File: src/rtl/branch_resolve_unit.sv
// Branch resolve unit: decides taken branches/jumps in EX, issues PC redirect and IF/ID, ID/EX squash.
// Latency: PCSrcE/RedirectPCE one cycle after the sampling edge; flush lasts FLUSH_CYCLES non-stalled cycles.
// Backpressure: StallE freezes the FSM and flush counter; inputs seen while flushing are wrong-path and ignored.
//
// Ports:
//   clk, rst               - clock (rising edge), synchronous active-low reset
//   ValidE, StallE         - EX valid / pipeline stall
//   BranchE, JumpE, JalrE  - EX control-flow class (JalrE has target priority)
//   funct3E                - branch condition select
//   ZeroE..OverFlowE       - ALU flags of A minus B
//   PCTargetE, ALUResultE  - branch/JAL target, JALR target
//   PCSrcE, RedirectPCE    - one-cycle redirect strobe and registered target
//   FlushD, FlushE, BusyE  - squash pulses and FSM-busy indicator
// Optional feature macro: BRU_PERF_CNT_EN adds BranchCntE / TakenCntE performance counters.
module branch_resolve_unit #(
    parameter int XLEN         = 32,
    parameter int FLUSH_CYCLES = 2
) (
    input  logic            clk,
    input  logic            rst,
    input  logic            ValidE,
    input  logic            StallE,
    input  logic            BranchE,
    input  logic            JumpE,
    input  logic            JalrE,
    input  logic [2:0]      funct3E,
    input  logic            ZeroE,
    input  logic            NegativeE,
    input  logic            CarryE,
    input  logic            OverFlowE,
    input  logic [XLEN-1:0] PCTargetE,
    input  logic [XLEN-1:0] ALUResultE,
`ifdef BRU_PERF_CNT_EN
    output logic [31:0]     BranchCntE,
    output logic [31:0]     TakenCntE,
`endif
    output logic            PCSrcE,
    output logic [XLEN-1:0] RedirectPCE,
    output logic            FlushD,
    output logic            FlushE,
    output logic            BusyE
);

    typedef enum logic {IDLE, FLUSH} state_t;

    state_t            state_q, state_d;
    logic [2:0]        cnt_q, cnt_d;
    logic              pcsrc_q, pcsrc_d;
    logic              flush_q, flush_d;
    logic [XLEN-1:0]   redirect_q, redirect_d;

    logic              cond;
    logic              take;
    logic [XLEN-1:0]   target;

    // Flags come from A minus B: signed less-than is N^V, unsigned less-than is a clear carry (no borrow-out).
    always_comb begin
        cond = 1'b0;
        case (funct3E)
            3'b000:  cond = ZeroE;
            3'b001:  cond = ~ZeroE;
            3'b100:  cond = NegativeE ^ OverFlowE;
            3'b101:  cond = ~(NegativeE ^ OverFlowE);
            3'b110:  cond = ~CarryE;
            3'b111:  cond = CarryE;
            default: cond = 1'b0;
        endcase
    end

    assign take   = ValidE & (JalrE | JumpE | (BranchE & cond));
    assign target = JalrE ? {ALUResultE[XLEN-1:1], 1'b0} : PCTargetE;

    always_comb begin
        state_d    = state_q;
        cnt_d      = cnt_q;
        pcsrc_d    = 1'b0;   // strobe lives for one cycle only, stall or not
        flush_d    = flush_q;
        redirect_d = redirect_q;
        case (state_q)
            IDLE: begin
                if (!StallE && take) begin
                    state_d    = FLUSH;
                    cnt_d      = 3'(FLUSH_CYCLES - 1);
                    pcsrc_d    = 1'b1;
                    flush_d    = 1'b1;
                    redirect_d = target;
                end
            end
            FLUSH: begin
                flush_d = 1'b1;
                if (!StallE) begin
                    if (cnt_q == 3'd0) begin
                        state_d = IDLE;
                        flush_d = 1'b0;
                    end else begin
                        cnt_d = cnt_q - 3'd1;
                    end
                end
            end
            default: begin
                state_d = IDLE;
                flush_d = 1'b0;
            end
        endcase
    end

    always_ff @(posedge clk) begin
        if (!rst) begin
            state_q    <= IDLE;
            cnt_q      <= 3'd0;
            pcsrc_q    <= 1'b0;
            flush_q    <= 1'b0;
            redirect_q <= '0;
        end else begin
            state_q    <= state_d;
            cnt_q      <= cnt_d;
            pcsrc_q    <= pcsrc_d;
            flush_q    <= flush_d;
            redirect_q <= redirect_d;
        end
    end

    assign PCSrcE      = pcsrc_q;
    assign RedirectPCE = redirect_q;
    assign FlushD      = flush_q;
    assign FlushE      = flush_q;
    assign BusyE       = (state_q == FLUSH);

`ifdef BRU_PERF_CNT_EN
    logic [31:0] br_cnt_q, br_cnt_d;
    logic [31:0] tk_cnt_q, tk_cnt_d;
    logic        accept;

    // Only right-path control-flow instructions seen by the idle FSM are counted.
    assign accept = (state_q == IDLE) & ~StallE & ValidE & (BranchE | JumpE | JalrE);

    always_comb begin
        br_cnt_d = br_cnt_q;
        tk_cnt_d = tk_cnt_q;
        if (accept)
            br_cnt_d = br_cnt_q + 32'd1;
        if (accept && take)
            tk_cnt_d = tk_cnt_q + 32'd1;
    end

    always_ff @(posedge clk) begin
        if (!rst) begin
            br_cnt_q <= '0;
            tk_cnt_q <= '0;
        end else begin
            br_cnt_q <= br_cnt_d;
            tk_cnt_q <= tk_cnt_d;
        end
    end

    assign BranchCntE = br_cnt_q;
    assign TakenCntE  = tk_cnt_q;
`endif

endmodule

File: config.mk
export PLATFORM = sky130hd
export DESIGN_NAME = branch_resolve_unit
export DESIGN_NICKNAME = d
export VERILOG_FILES = /design/src/rtl/branch_resolve_unit.sv
export SDC_FILE = /design/constraint.sdc
export NUM_CORES = 1
export LEC_CHECK = 0
export CAP_MARGIN = 20
export CORE_UTILIZATION = 32
export CTS_CLUSTER_SIZE = 28
export DETAILED_ROUTE_END_ITERATION = 10
export PLACE_DENSITY = 0.78
export SETUP_SLACK_MARGIN = 0.5
export SLEW_MARGIN = 5
export SYNTH_ARGS = -nofsm -noshare
export SYNTH_HDL_FRONTEND = slang
export SYNTH_SLANG_ARGS = --single-unit
export TNS_END_PERCENT = 30
File: constraint.sdc
create_clock -name clk -period 1.43 [get_ports clk]
set_input_delay 0.286 -clock clk [delete_from_list [all_inputs] [get_ports clk]]
set_output_delay 0.286 -clock clk [all_outputs]
set_load 0.005 [all_outputs]
Yosys cells after proc, flatten, opt, wreduce, memory -nomap -nowiden. Cells that the tools add are included.

Reductions and logical operators: 7. Order comparisons: 0. Equality and inequality tests: 8. $add $sub $neg: 1. Multipliers: 0. Div/mod/pow operators: 0. Mux-type cells: 12. Shifts and indexed selects: 0. Bitwise logic cells: 10.

Operators by type and width (count): two-way mux 32 bit (1); equality test 3 bit (second input constant) (4); two-way mux 3 bit (3); zero test 3 bit (2); inequality test 2 bit (second input constant) (3); case mux 1 bit (6 select lines) (1); case mux 3 bit (2 select lines) (1); inverter 1 bit (5); two-way mux 1 bit (4); case mux 1 bit (2 select lines) (2); equality test 3 x 1 -> 1 bit (second input constant) (1); AND reduction 3 bit (1); subtractor 3 x 1 -> 3 bit (second input constant) (1); bitwise AND 1 bit (2); bitwise OR 1 bit (2); AND reduction 2 bit (1); OR reduction 2 bit (1); logical AND 1 bit (1); zero test 1 bit (1); bitwise XOR 1 bit (1).

Bits in registers: 38. Logic and storage cells: 43. Memory bits (read-only): 0. Latch bits: 0. Output and inout port bits: 36. Memories kept: 0. Input bits: 78. Memory bits (writable): 0.

Longest topological paths before layout. Gate-level depths: netlist (run 1).

Depth in word-level cells: 9. Mapped depth: 7. Depth with buffers taken out: 7.

Worst setup path after synthesis (run 1). OpenSTA, ideal clock, no wires.

Kind: register -> register. From: register cnt_q[0]. To: register cnt_q[0]. Slack: 7 ps. Stages on the path, launching flop included: 8. Path buffers: 0. Period minus slack after synthesis: 1423 ps. Arrival: 1306 ps. Data required time: 1313 ps. Setup time: 117 ps. Cell sequence: dfxtp_1 -> inv_1 -> ha_1 -> ha_1 -> nor3_1 -> nand2_1 -> nand2_1 -> a21oi_2.

Word-level cells in the longest chain between the ends: 4. Elaborated cells between the ends (all ways): 7. Classes of those cells: add/sub (1); eq/ne (1); mux (3); reduce/logical (2).

Ends and longest elaborated chain: from (decl) (line 47) `logic [2:0] cnt_q, cnt_d;`; from (signal assigned) (line 116) `cnt_q <= cnt_d;`; subtractor 3 x 1 -> 3 bit (line 96) `cnt_d = cnt_q - 3'd1;`; two-way mux 3 bit (line 92) `if (cnt_q == 3'd0) begin`; two-way mux 3 bit (line 91) `if (!StallE) begin`; case mux 3 bit (2 select lines) (line 79) `case (state_q)`.

Several ways; a longest one is shown, not always the timed one. The select of a mux whose other input is x is not followed. A chain may end at the register's enable or synchronous reset.

Worst setup path after layout (run 1).
From: input CarryE. To: register redirect_q[26], in the netlist RedirectPCE[26].

Word-level cells in the longest chain between the ends: 7.

Ends and longest elaborated chain: from (decl) (line 29) `input logic CarryE,`; inverter 1 bit (line 64) `3'b110: cond = ~CarryE;`; case mux 1 bit (6 select lines) (*) (line 59) `case (funct3E)`; bitwise AND 1 bit (*) (line 70) `assign take = ValidE & (JalrE | JumpE | (BranchE & cond));`; bitwise OR 1 bit (*) (line 70); bitwise AND 1 bit (*) (line 70); logical AND 1 bit (*) (line 81) `if (!StallE && take) begin`; AND reduction 2 bit (no line) (*); to (signal assigned) (line 119) `redirect_q <= redirect_d;`; to (decl) (line 50) `logic [XLEN-1:0] redirect_q, redirect_d;`.

Mark *: on every way between the ends. The rest lies on a longest branch, timed or not.

==> flow_summary.json, run 1 <==
{
  "dp_cells": 408,
  "fin_nets": 430,
  "slew_headroom_pct": 73.8,
  "final_cells": 426,
  "fmax_mhz": 719,
  "gr-total-overflow": 0,
  "die_w_um": 83.1,
  "avgSynthCellArea_um2": 9.22,
  "p_total_mw": 2.63,
  "holdWs_ns": 0.468,
  "timing.final.crit_share_pct": 97.3,
  "seq_area_frac_synth_pct": 36.2,
  "clk_pin_slew_ns": 0.07,
  "cts_tree": "yes",
  "start_util_pct": 33.1,
  "min_period_ns": 1.39,
  "fin_skew_ns": 0.00605,
  "status": "complete, no violations",
  "hold_viol": 0,
  "area_growth_pct": 76.1,
  "end_kind": "register",
  "cts-root-buf": "clkbuf_8",
  "crit_type": "in -> reg",
  "vias": 2148,
  "synth_ff_type": "dfxtp_1",
  "grt_first_pass_wirelength_mm": 10.2,
  "cts-buffers-inserted": 5,
  "routabilityCongestion": 0.707,
  "ys_async_sr_fraction_pct": 0,
  "wl_per_cell_um": 14.1,
  "grt_pass1_vias": 2211,
  "drive_gt1_share_pct": 46.4,
  "hp-class": "reg -> reg",
  "ios": 114,
  "postRouteAntennaNets": 0,
  "fp.coreArea_um2": 6350,
  "grt_start_max_net_pins": 42,
  "cp_max_fo": 7,
  "dpl.hpwl_mm": 4.14,
  "setup_viol_count_final": 0,
  "syn-instance-count": 228,
  "clock-sinks": 38,
  "cts_buffer_depth": 2,
  "final_common_cell": "clkdlybuf4s50_1",
  "num_rows": 29,
  "rsz0062_at_grt": "yes",
  "drc": 0,
  "cts_hold_buf": 0,
  "cap_violations": 0,
  "critPathRequiredTime_ns": 1.64,
  "p_leak_nw": 1.70,
  "clk_latency_ns": 0.28,
  "arrival_ns": 1.60,
  "synth-seq-cells": 38,
  "drt_iter0_markers": 52,
  "antenna_found_initial": 0,
  "worst_pin_slew_ns": 0.393,
  "slew_viol_final": 0,
  "syn_nets": 308,
  "n_antenna_cell": 0,
  "synth_edf_count": 0,
  "dr.pass1.iters": 4,
  "power_density_nw_per_um2": 710,
  "yosysWarnings": 0,
  "tns_ns": 0,
  "ys_types": 31,
  "fp.dieArea_um2": 6900,
  "h-tree-depth": 2,
  "vdd_drop_max_uv": 436,
  "start_kind": "input port",
  "port-buffer-count": 112,
  "final_cell_mix": "clkdlybuf4s50_1, nand2_1, mux2_2, nand4_1, o21ai_2",
  "syn_area_um2": 2100,
  "routed_wl_mm": 6.00,
  "die-height_um": 83.1,
  "vias_per_cell": 5.04,
  "grt_usage_pct": 17.9
}
-- synthesized netlist by cell type (3+ instances only) --
| cell type | number | area share (%) |
|---|---|---|
| dfxtp_1 | 38 | 36 |
| nand2_1 | 38 | 6.8 |
| mux2_2 | 31 | 17 |
| nand4_1 | 31 | 9.2 |
| o21ai_2 | 30 | 12 |
| clkbuf_1 | 9 | 1.6 |
| buf_2 | 6 | 1.4 |
| buf_6 | 6 | 3.2 |
| inv_1 | 5 | 0.89 |
| nand3b_1 | 4 | 1.4 |
| o21ai_0 | 4 | 0.95 |
| a21oi_1 | 3 | 0.71 |
-- cell families after synthesis --
group	count (synthesis)	share of synthesized area, %
flops	38	36.2
mux	32	17.1
compound gates	46	17.8
buf+inv	27	7.50
fa+ha+maj	2	1.19
xor+xnor	1	0.417
simple gates	82	19.8
-- worst max-delay path, cell delays in order --
cell	delay, ns
buf_2	0.12
o2bb2ai_2	0.12
a311o_1	0.31
a21oi_2	0.24
o21ai_4	0.12
buf_12	0.14
buf_16	0.13
o21ai_2	0.13
-- sequential cells by signal, summed over array words and instances, names as in the netlist --
signal	flops
BusyE	1
PCSrcE	1
FlushD	1
RedirectPCE	32
cnt_q	3
-- layout make-up --
cell class              count  area [um^2]
inverters                   5         18.8
flip-flops and latches     38          796
well taps                  77         96.3
clock buffers               6         82.6
fillers                   543         2650
multi-input cells         163         1280
repair buffers            137         1430
-- report_power, final --
group          total (mW)  leakage, nW  switching [mW]  internal (mW)
clock               0.713       0.0431           0.341          0.372
combinational       0.761         1.34           0.287          0.474
sequential           1.16        0.322          0.0326           1.12
total                2.63         1.70           0.661           1.97
-- worst paths after layout --
check	from	endpoint	slack, ns	cells after the start
worst min register to register	RedirectPCE[0]	RedirectPCE[0]	0.47	2
worst max-delay path	CarryE	RedirectPCE[26]	0.04	8
worst max register to register	BusyE	RedirectPCE[26]	0.09	6
worst min-delay path	RedirectPCE[0]	RedirectPCE[0]	0.47	2
-- metrics by stage --
stage / instance area (um^2) / worst slack [ns] / utilization (%)
after global placement: 3350 / -0.490 / 52.7
after global routing: 3700 / 0.00780 / 58.3
after floorplan: 2130 / 0.0837 / -
final: 3700 / 0.0391 / 58.3
after CTS: 3600 / 0.000443 / 56.7
after detailed placement: 3350 / -0.550 / 52.7
-- repair_timing --
item / 4_1_cts / 5_1_grt
gates cloned: 3 / 0
setup buffers: 5 / 4
resized for setup: 56 / 100
endpoints found under the setup margin: 74 / 74
pin swaps: 20 / 8
-- layer usage --
metal	GRT usage (%)	vias up	part of all wire [%]	routed length (um)
li1	-	1070	-	-
met3	4.67	8	6.5	390
met1	20.2	997	40	2390
met5	0	-	0	0
met4	4.86	0	1.3	76
met2	33.2	73	52	3140
Power figures use the tool's default switching activity.
==> run 2, diff against run 1 <==
- CORE_UTILIZATION: 32 -> 35
- HOLD_SLACK_MARGIN: not set -> 0.1
- PLACE_DENSITY: 0.78 -> 0.83
==> run 2 against run 1 <==
Against the previous run:
- global-route usage rose by 2.0 points
- via count rose by 2.3%
- cell area rose by 0.10%
- sequential cell count did not move
- sequential power barely moved
- largest cell class unchanged
- critical endpoint is now RedirectPCE[9]
- critical path depth fell by 1
==> flow_summary.json, run 2 (same netlist as run 1, synthesis figures left out) <==
{
  "status": "complete, no violations",
  "postRouteAntennaNets": 0,
  "grt_usage_pct": 20.0,
  "clk_pin_slew_ns": 0.07,
  "largest_register_ffs": 32,
  "fin_skew_ns": 0.00341,
  "multi_input_area_um2": 1260,
  "n_antenna_cell": 0,
  "vias_per_cell": 5.17,
  "clk_latency_ns": 0.27,
  "slew_viol_final": 0,
  "start_util_pct": 37.3,
  "gr-total-overflow": 0,
  "drive_gt1_share_pct": 34.0,
  "cts_hold_buf": 0,
  "die_w_um": 79.5,
  "end_kind": "register",
  "rsz0062_at_grt": "yes",
  "hold_viol": 0,
  "grt_start_max_net_pins": 72,
  "p_leak_nw": 1.58,
  "area_growth_pct": 76.2,
  "setup_slack_ns": 0.0262,
  "dr.pass1.iters": 4,
  "path_depth": 7,
  "routabilityCongestion": 0.743,
  "worst_path_dominant_cell_family": "compound AO/OA/AOI/OAI gates",
  "cp_num_buf_inv": 2,
  "ios": 114,
  "cpPeakStageDelay_ns": 0.34,
  "grt_pass1_vias": 2211,
  "swShare_pct": 25.5,
  "start_kind": "register",
  "p_comb_share_pct": 28.8,
  "worst_pin_slew_ns": 0.276,
  "power_density_nw_per_um2": 714,
  "hp-class": "reg -> reg",
  "cts_buffer_depth": 2,
  "clock-sinks": 38,
  "reg2reg_depth": 7,
  "postLayoutCoreUtil_pct": 65.7,
  "final_cell_mix": "clkdlybuf4s50_1, nand2_1, dlygate4sd2_1, dfxtp_1",
  "die-height_um": 79.5,
  "p_seq_share_pct": 43.3,
  "dp_slack_ns": -0.557,
  "setup_viol_count_final": 0,
  "regArea_um2": 767,
  "path_cells": "nor3b_4 -> o211ai_1 -> a21o_4 -> buf_4 -> buf_12 -> nand4_1 -> o21ai_2",
  "hold_depth": 2,
  "fp.coreArea_um2": 5640,
  "drt_iter0_markers": 79,
  "timing.final.crit_share_pct": 98.2,
  "dpl.hpwl_mm": 4.25,
  "internal-power_mw": 1.97,
  "grt_first_pass_wirelength_mm": 9.97,
  "routed_wl_mm": 6.21,
  "p_switching_mw": 0.674,
  "cp_max_fo": 5,
  "fillCellCount": 473,
  "cap_violations": 0,
  "vdd_drop_max_uv": 554,
  "vias": 2198,
  "final_common_cell": "clkdlybuf4s50_1",
  "arrival_ns": 1.57,
  "fp.dieArea_um2": 6320,
  "cts-buffers-inserted": 5,
  "crit_type": "reg -> reg",
  "num_rows": 27,
  "clkPwrFrac_pct": 27.9,
  "cts_tree": "yes",
  "cts-root-buf": "clkbuf_8",
  "h-tree-depth": 2,
  "fin_nets": 432,
  "min_period_ns": 1.40,
  "fmax_mhz": 712,
  "slew_headroom_pct": 81.6,
  "cpMaxStageDelayCell": "dfxtp_2",
  "port-buffer-count": 112,
  "critPathRequiredTime_ns": 1.60,
  "drc": 0,
  "antenna_found_initial": 0,
  "wl_per_cell_um": 14.6
}
-- run 2: cell types whose count changed in the layout (fill, tap and decap cells not counted), sizes merged --
cell           previous run  this run
dlygate4sd2               6        37
dlymetal6s2s             15         0
buf                      43        34
clkbuf                   15         8
clkdlybuf4s50            64        67
clkinv                    0         1
-- run 2: worst min-delay path: stages (launching register included) --
cell and delay, ns:
dfxtp_1 0.31, nand2_1 0.05, o31ai_1 0.05
-- run 2: area by class of cell --
cell class                 count  share of cell area (%)
sequential                    38                    20.7
tap                           72                    2.43
multi-input combinational    163                    34.1
clock inverter                 1                   0.135
inverter                       5                   0.507
timing repair buffer         139                    39.8
clock buffer                   7                    2.33
-- run 2: what timing repair did --
item,4_1_cts,5_1_grt
gates resized for setup,91,7
buffers inserted,7,3
cloned,5,0
pin swaps,27,6
setup endpoints to repair,74,74
-- run 2: final timing paths --
path | slack (ns) | startpoint | endpoint
setup / recovery | 0.03 | BusyE | RedirectPCE[9]
hold / removal | 0.46 | cnt_q[1] | cnt_q[1]
hold reg to reg | 0.46 | cnt_q[1] | cnt_q[1]
setup reg to reg | 0.03 | BusyE | RedirectPCE[9]
-- run 2: layer usage --
| metal | GRT usage, % | part of all wire, % | up-vias |
|---|---|---|---|
| met1 | 21.1 | 37 | 1042 |
| met4 | 5.09 | 1.3 | 0 |
| met3 | 4.80 | 6.4 | 8 |
| li1 | - | - | 1078 |
| met2 | 38.8 | 55 | 70 |
| met5 | 0 | 0 | - |
-- run 2: through the flow --
step	power [mW]	hold slack (ns)	std cells	TNS, ns	area, um^2
CTS	2.65	0.461	422	0	3670
global route	2.77	0.485	425	-1.20	3700
finish	2.64	0.461	425	0	3700
floorplan	1.48	0.435	228	0	2130
detailed placement	1.87	0.451	402	-19.94	3350
global placement	1.85	0.447	402	-17.99	3350
-- run 2: power by group through the flow --
| stage | Clock (mW) | Sequential [mW] | Combinational, mW |
|---|---|---|---|
| after floorplan | 0 | 1.17 | 0.309 |
| after global placement | 0 | 1.16 | 0.688 |
| after detailed placement | 0 | 1.17 | 0.704 |
| after CTS | 0.753 | 1.14 | 0.750 |
| after global routing | 0.794 | 1.15 | 0.821 |
| final | 0.739 | 1.14 | 0.760 |
